File: src/rtl/div_unit.sv
// Restoring radix-2 divider (signed/unsigned): DATA_WIDTH BUSY cycles, divide-by-zero goes straight to DONE.
// Result is held in DONE until out_ready; in_ready only in IDLE.
module div_unit #(
   parameter int DATA_WIDTH = 32
) (
   input  logic                  clk,
   input  logic                  rst,
   input  logic                  in_valid,
   output logic                  in_ready,
   input  logic [DATA_WIDTH-1:0] dividend,
   input  logic [DATA_WIDTH-1:0] divisor,
   input  logic                  is_signed,
   output logic                  out_valid,
   input  logic                  out_ready,
   output logic [DATA_WIDTH-1:0] quotient,
   output logic [DATA_WIDTH-1:0] remainder,
   output logic                  div_zero
);

   localparam int CW = $clog2(DATA_WIDTH) + 1;
   localparam logic [1:0] ST_IDLE = 2'd0;
   localparam logic [1:0] ST_BUSY = 2'd1;
   localparam logic [1:0] ST_DONE = 2'd2;
   localparam logic [CW-1:0] LAST_ITER = CW'(DATA_WIDTH - 1);

   logic [1:0]            state_q, state_d;
   logic [CW-1:0]         cnt_q, cnt_d;
   logic [DATA_WIDTH-1:0] rem_q, rem_d;
   logic [DATA_WIDTH-1:0] quo_q, quo_d;
   logic [DATA_WIDTH-1:0] dvs_mag_q, dvs_mag_d;
   logic                  neg_q_q, neg_q_d;
   logic                  neg_r_q, neg_r_d;
   logic [DATA_WIDTH-1:0] quotient_q, quotient_d;
   logic [DATA_WIDTH-1:0] remainder_q, remainder_d;
   logic                  div_zero_q, div_zero_d;

   logic                  dvd_neg, dvs_neg;
   logic [DATA_WIDTH-1:0] dvd_mag, dvs_mag;
   logic [DATA_WIDTH:0]   diff;
   logic [DATA_WIDTH-1:0] rem_next, quo_next;

   always_comb begin
      dvd_neg = is_signed & dividend[DATA_WIDTH-1];
      dvs_neg = is_signed & divisor[DATA_WIDTH-1];
      dvd_mag = dvd_neg ? -dividend : dividend;
      dvs_mag = dvs_neg ? -divisor : divisor;
      // Partial remainder is DATA_WIDTH+1 bits wide so the trial subtract can go negative.
      diff     = {rem_q, quo_q[DATA_WIDTH-1]} - {1'b0, dvs_mag_q};
      rem_next = diff[DATA_WIDTH] ? {rem_q[DATA_WIDTH-2:0], quo_q[DATA_WIDTH-1]}
                                  : diff[DATA_WIDTH-1:0];
      quo_next = {quo_q[DATA_WIDTH-2:0], ~diff[DATA_WIDTH]};
   end

   always_comb begin
      state_d     = state_q;
      cnt_d       = cnt_q;
      rem_d       = rem_q;
      quo_d       = quo_q;
      dvs_mag_d   = dvs_mag_q;
      neg_q_d     = neg_q_q;
      neg_r_d     = neg_r_q;
      quotient_d  = quotient_q;
      remainder_d = remainder_q;
      div_zero_d  = div_zero_q;
      case (state_q)
         ST_IDLE: begin
            if (in_valid) begin
               if (divisor == '0) begin
                  state_d     = ST_DONE;
                  quotient_d  = '1;
                  remainder_d = dividend;
                  div_zero_d  = 1'b1;
               end else begin
                  state_d    = ST_BUSY;
                  cnt_d      = '0;
                  rem_d      = '0;
                  quo_d      = dvd_mag;
                  dvs_mag_d  = dvs_mag;
                  neg_q_d    = dvd_neg ^ dvs_neg;
                  neg_r_d    = dvd_neg;
                  div_zero_d = 1'b0;
               end
            end
         end
         ST_BUSY: begin
            rem_d = rem_next;
            quo_d = quo_next;
            cnt_d = cnt_q + 1'b1;
            if (cnt_q == LAST_ITER) begin
               state_d     = ST_DONE;
               quotient_d  = neg_q_q ? -quo_next : quo_next;
               remainder_d = neg_r_q ? -rem_next : rem_next;
               div_zero_d  = 1'b0;
            end
         end
         ST_DONE: begin
            if (out_ready) state_d = ST_IDLE;
         end
         default: state_d = ST_IDLE;
      endcase
   end

   always_ff @(posedge clk) begin
      if (rst) begin
         state_q     <= ST_IDLE;
         cnt_q       <= '0;
         rem_q       <= '0;
         quo_q       <= '0;
         dvs_mag_q   <= '0;
         neg_q_q     <= 1'b0;
         neg_r_q     <= 1'b0;
         quotient_q  <= '0;
         remainder_q <= '0;
         div_zero_q  <= 1'b0;
      end else begin
         state_q     <= state_d;
         cnt_q       <= cnt_d;
         rem_q       <= rem_d;
         quo_q       <= quo_d;
         dvs_mag_q   <= dvs_mag_d;
         neg_q_q     <= neg_q_d;
         neg_r_q     <= neg_r_d;
         quotient_q  <= quotient_d;
         remainder_q <= remainder_d;
         div_zero_q  <= div_zero_d;
      end
   end

   assign in_ready  = (state_q == ST_IDLE);
   assign out_valid = (state_q == ST_DONE);
   assign quotient  = quotient_q;
   assign remainder = remainder_q;
   assign div_zero  = div_zero_q;

endmodule

File: config.mk
export PLATFORM = sky130hd
export DESIGN_NAME = div_unit
export DESIGN_NICKNAME = d
export VERILOG_FILES = /design/src/rtl/div_unit.sv
export SDC_FILE = /design/constraint.sdc
export NUM_CORES = 1
export LEC_CHECK = 0
export BUFFER_PORTS_ARGS = -buffer_cell sky130_fd_sc_hd__buf_2
export CORE_ASPECT_RATIO = 0.5
export CORE_UTILIZATION = 45
export CTS_CLUSTER_DIAMETER = 50
export DETAILED_ROUTE_END_ITERATION = 6
export HOLD_SLACK_MARGIN = 0.05
export PLACE_DENSITY = 0.71
export SYNTH_ARGS = -nofsm -noshare
export SYNTH_HDL_FRONTEND = slang
export SYNTH_SLANG_ARGS = --single-unit
File: constraint.sdc
create_clock -name clk -period 7.8 [get_ports clk]
set_input_delay 1.56 -clock clk [delete_from_list [all_inputs] [get_ports clk]]
set_output_delay 1.56 -clock clk [all_outputs]
set_load 0.02 [all_outputs]
* After elaboration in Yosys (flattened, before gate mapping)
Index checks and enable logic that the tools add are counted.
Widths: inputs -> output; s select.
** Cells by class
- Bitwise operators :: 5
- Reduce and logical (&&, ||, !) cells :: 8
- Muxes and demuxes :: 31
- Eq/ne operators :: 8
- Add/sub/neg operators :: 6
** Operators with widths (count)
- $mux 32 :: 15
- $pmux 32 s2 :: 4
- $neg 32->32 :: 4
- $sub 33x32->33 :: 1
- $logic_not 32->1 :: 1
- $mux 6 :: 2
- $pmux 6 s2 :: 1
- $reduce_and 3->1 :: 4
- $mux 2 :: 4
- $add 6x1->6 const B :: 1
- $eq 6x5->1 const B :: 1
- $ne 2x2->1 const B :: 3
- $pmux 2 s3 :: 1
- $ne 2x1->1 const B :: 2
- $reduce_and 4->1 :: 1
- $mux 1 :: 3
- $and 1x1->1 :: 2
- $eq 2x1->1 const B :: 1
- $eq 2x2->1 const B :: 1
- $logic_not 2->1 :: 1
- $not 1->1 :: 2
- $pmux 1 s2 :: 1
- $reduce_bool 2->1 :: 1
- $xor 1x1->1 :: 1
** Storage, ports and cells
- Input bits :: 69
- Word-level logic and storage cells :: 68
- Output and inout port bits :: 67
- Bits in registers :: 171

* Logic depth before layout (Yosys ltp)
- Depth in word-level cells :: 6
- Depth in mapped cells :: 23
- Mapped depth without buffers :: 21

* Worst setup path after synthesis
No wires, ideal clock.
- Path type :: register -> register
- Start point :: reg quo_q[31]
- End point :: reg remainder_q[18], in the netlist remainder[18]
- Period minus slack after synthesis :: 4.817 ns
- Path buffers :: 2
- Library setup time :: 0.103 ns
- Stages on the path, launching flop included :: 22
- Setup slack :: 2.983 ns
- Required time :: 7.697 ns
- Arrival :: 4.713 ns
- Cells stage by stage :: dfxtp_1 > inv_1 > ha_1 > inv_1 > fa_1 > a211oi_2 > o211ai_4 > nand3_4 > a2111oi_4 > nor3_4 > nor2_4 > buf_2 > buf_2 > mux2i_1 > ha_1 > and3_1 > nand3b_1 > mux2_4 > or4_4 > o21ai_2 > xnor2_1 > a2111oi_2
** Between the ends
- Longest elaborated chain between the ends :: 6
** Ends and longest elaborated chain
- start, declared :: line 29 : logic [DATA_WIDTH-1:0] quo_q, quo_d;
- start signal, assigned :: line 119 : quo_q <= quo_d;
- $sub 33x32->33 :: line 48 : diff = {rem_q, quo_q[DATA_WIDTH-1]} - {1'b0, dvs_mag_q};
- $mux 32 * :: line 49 : rem_next = diff[DATA_WIDTH] ? {rem_q[DATA_WIDTH-2:0], quo_q[DATA_WIDTH-1]}
- $neg 32->32 :: line 92 : remainder_d = neg_r_q ? -rem_next : rem_next;
- $mux 32 * :: line 92
- $mux 32 * :: line 89 : if (cnt_q == LAST_ITER) begin
- $pmux 32 s2 * :: line 65 : case (state_q)
- end signal, assigned :: line 124 : remainder_q <= remainder_d;
- end, declared :: line 34 : logic [DATA_WIDTH-1:0] remainder_q, remainder_d;
Mark *: on every way between the ends. The rest lies on a longest branch, timed or not. The select of a mux whose other input is x is not followed.
A chain may end at the register's enable or synchronous reset.

* Final worst setup path
Ends and elaborated chain as after synthesis.

==> flow_summary.ini <==
[placement]
dp_hpwl_um = 25400
placed_cell_area_mm2 = 0.0128
dp.cells = 1978
io_buffers = 135
gp_congestion = 0.928

[cts]
htreeDepth = 4
cts_sinks = 171
tritoncts = done
ctsHoldBuffers = 0
worstSkewPairLatency_ns = 0.44
post_cts.repair.setup_buffers = 0
cts_inserted_buffers = 17
clock_path_buffers = 2
root_buffer = clkbuf_16
post_cts_resized = 0
cts.clk_slew.worst_paths_ns = 0.07

[global_route]
grt_pass1_wl_um = 55100
grt_pass1_vias = 10500
grt_start_max_net_pins = 107
antenna_found_initial = 1
grt_use_total_pct = 25.5
grt-ovfl-total = 0

[die]
core_mm2 = 0.0256
io_pins = 136
fp.dieArea_mm2 = 0.0273
die_w_um = 232
dieHeight_um = 117
std_cell_rows = 41
start_util_pct = 46.6

[worst_setup_path]
worstPathMaxFanout = 34
endpoint_kind = register
cp_slowest_cell = or4_4
required_ns = 8.14
start_kind = register
critical_path.top_delay_family = compound AO/OA/AOI/OAI gates
critPathBufInv = 3
max_stage_delay_ns = 0.55
crit_type = register to register
cp.arrival_ns = 5.54
crit_chain = inv_1 > ha_1 > inv_1 > fa_1 > a211oi_2 > o211ai_4 > nand3_4 > a2111oi_4 > nor3_4 > nor2_4 > buf_4 > mux2i_1 > ha_1 > and3_1 > nand3b_1 > mux2_4 > or4_4 > o21ai_2 > xnor2_1 > a2111oi_2

[sta]
hold_viol = 0
max_freq_mhz = 192
period_needed_ns = 5.20
finalClockSkew_ns = 0.0118
max_slew_margin_pct = 26.1
tns_ns = 0
drv_slew = 0
worstMarginPinSlew_ns = 1.11
rsz0062_at_grt = no
setup_viol = 0
fin_crit_sh_pct = 66.6

[finish]
final-seq-area_mm2 = 0.00342
syn_to_final_growth_pct = 12.0
drive_gt1_share_pct = 13.4
fillers = 2553
final_util_pct = 52.2
fin_nets = 1760
fin_cells = 2011
final_area_mm2 = 0.0134
multiInputGateArea_mm2 = 0.00794

[power_and_ir_drop]
p_leak_uw = 0.00527
power_density_mw_per_mm2 = 193
power_uw = 2580
vdd_drop_max_v = 0.000142

[logic_synthesis]
synth-edff-count = 0
yosysSeqAreaShare_pct = 28.6
synth_cell_types = 86
synth_top_area_cell = dfxtp_1
syn-num-nets = 1694
ys_ff_latch = 171
yosysWarnings = 0
syn_area_mm2 = 0.0120
async_reset_ff_share_pct = 0
synthFlopType = dfxtp_1
synth_top_area_share_pct = 28.6
yosysMostFrequentCell = nor2_1
ys_top_cells_by_area = dfxtp_1 (29%), a21oi_1 (6.8%), nor2_1 (6.3%)
synth_commonest_cells = nor2_1 (200), dfxtp_1 (171), a21oi_1 (163)
syn_avg_cell_area_um2 = 7.53
syn_inst = 1587

[drt]
routed_wl_um = 35100
vias = 11600
vias_per_cell = 5.78
drtIter0Drc = 1142
wl_per_cell_um = 17.5
ant_nets = 0
drt-pass1-iter-count = 6
post-route-drc-count = 0

[outcome]
outcome = complete, no violations

[job]
timing.max_cap.violations = 0

[min_path]
hold_path_class = register to register
## layout by cell type (no fill, tap or decap), types with 12 or more instances in the layout
cell       netlist  layout
buf_2           11     134
clkbuf_16        0      17
a21o_1          12      12
xnor2_1         54      54
a21oi_1        163     162
a211oi_1        64      64
inv_1           54      54
nand2_1        151     151
xor2_1          75      75
or3_1           17      17
nor3_1          41      40
buf_4            2      15
nand2b_1        16      15
o21ai_0         94      94
o31ai_1         27      27
a22oi_1         14      14
a31oi_1         21      21
dfxtp_1        171     171
o41ai_1         13      13
mux2i_1         30      30
o211ai_1        31      31
nand4_1         16      16
nor2_1         200     199
ha_1            37      37
nand3_1         26      26
nor4_1          13      13
## worst paths after layout
kind                                     from       endpoint  slack (ns)  cells past startpoint
worst max register to register      quo_q[31]  remainder[18]        2.60                     20
worst max-delay path                quo_q[31]  remainder[18]        2.60                     20
worst min-delay path            dvs_mag_q[31]  dvs_mag_q[31]        0.47                      2
worst min register to register  dvs_mag_q[31]  dvs_mag_q[31]        0.47                      2
## worst min-delay path: cells and delay by family, from the launching register on
| kind | cells | cell delay [ns] |
|---|---|---|
| AO/OA/AOI/OAI | 1 | 0.05 |
| AND/OR/NAND/NOR | 1 | 0.06 |
| flip-flops | 1 | 0.31 |
## layer usage
layer / up-vias / global-route usage, % / share of wire, %
met5: - / 0 / 0
met4: 0 / 8.54 / 2.0
met3: 45 / 4.55 / 7.1
met2: 392 / 39.0 / 43
met1: 5318 / 36.1 / 48
li1: 5864 / - / -
## logic make-up after synthesis
| kind of cell | count (synthesis) | synth area share, % |
|---|---|---|
| mux | 37 | 3.24 |
| flops | 171 | 28.6 |
| xor+xnor | 129 | 9.45 |
| buf+inv | 157 | 5.20 |
| fa+ha+maj | 38 | 4.04 |
| simple gates | 545 | 21.3 |
| compound gates | 510 | 28.1 |
## final cells by class
class                      count  share of cell area (%)
clock buffer                  18                    3.21
clock inverter                14                    1.21
sequential                   171                    25.6
timing repair buffer         149                    5.85
antenna                        1                  0.0187
inverter                      55                    1.56
tap                          344                    3.22
multi-input combinational   1259                    59.4
## power by group
group	total [uW]	internal (uW)	switching, uW
Sequential	952	910	42.2
Combinational	759	270	489
Clock	868	480	388
## metrics by stage
stage | hold WS, ns | setup WS (ns)
final | 0.473 | 2.60
after global routing | 0.514 | 2.26
after CTS | 0.473 | 2.63
after detailed placement | 0.463 | 2.50
after global placement | 0.459 | 2.58
after floorplan | 0.446 | 2.98
## registers in the layout, indices dropped and copies added (netlist names)
| name | flops |
|---|---|
| neg_r_q | 1 |
| dvs_mag_q | 32 |
| rem_q | 32 |
| neg_q_q | 1 |
| cnt_q | 6 |
| state_q | 2 |
| quotient | 32 |
| remainder | 32 |
| quo_q | 32 |
| div_zero | 1 |
(Power assumes the default switching activity.)
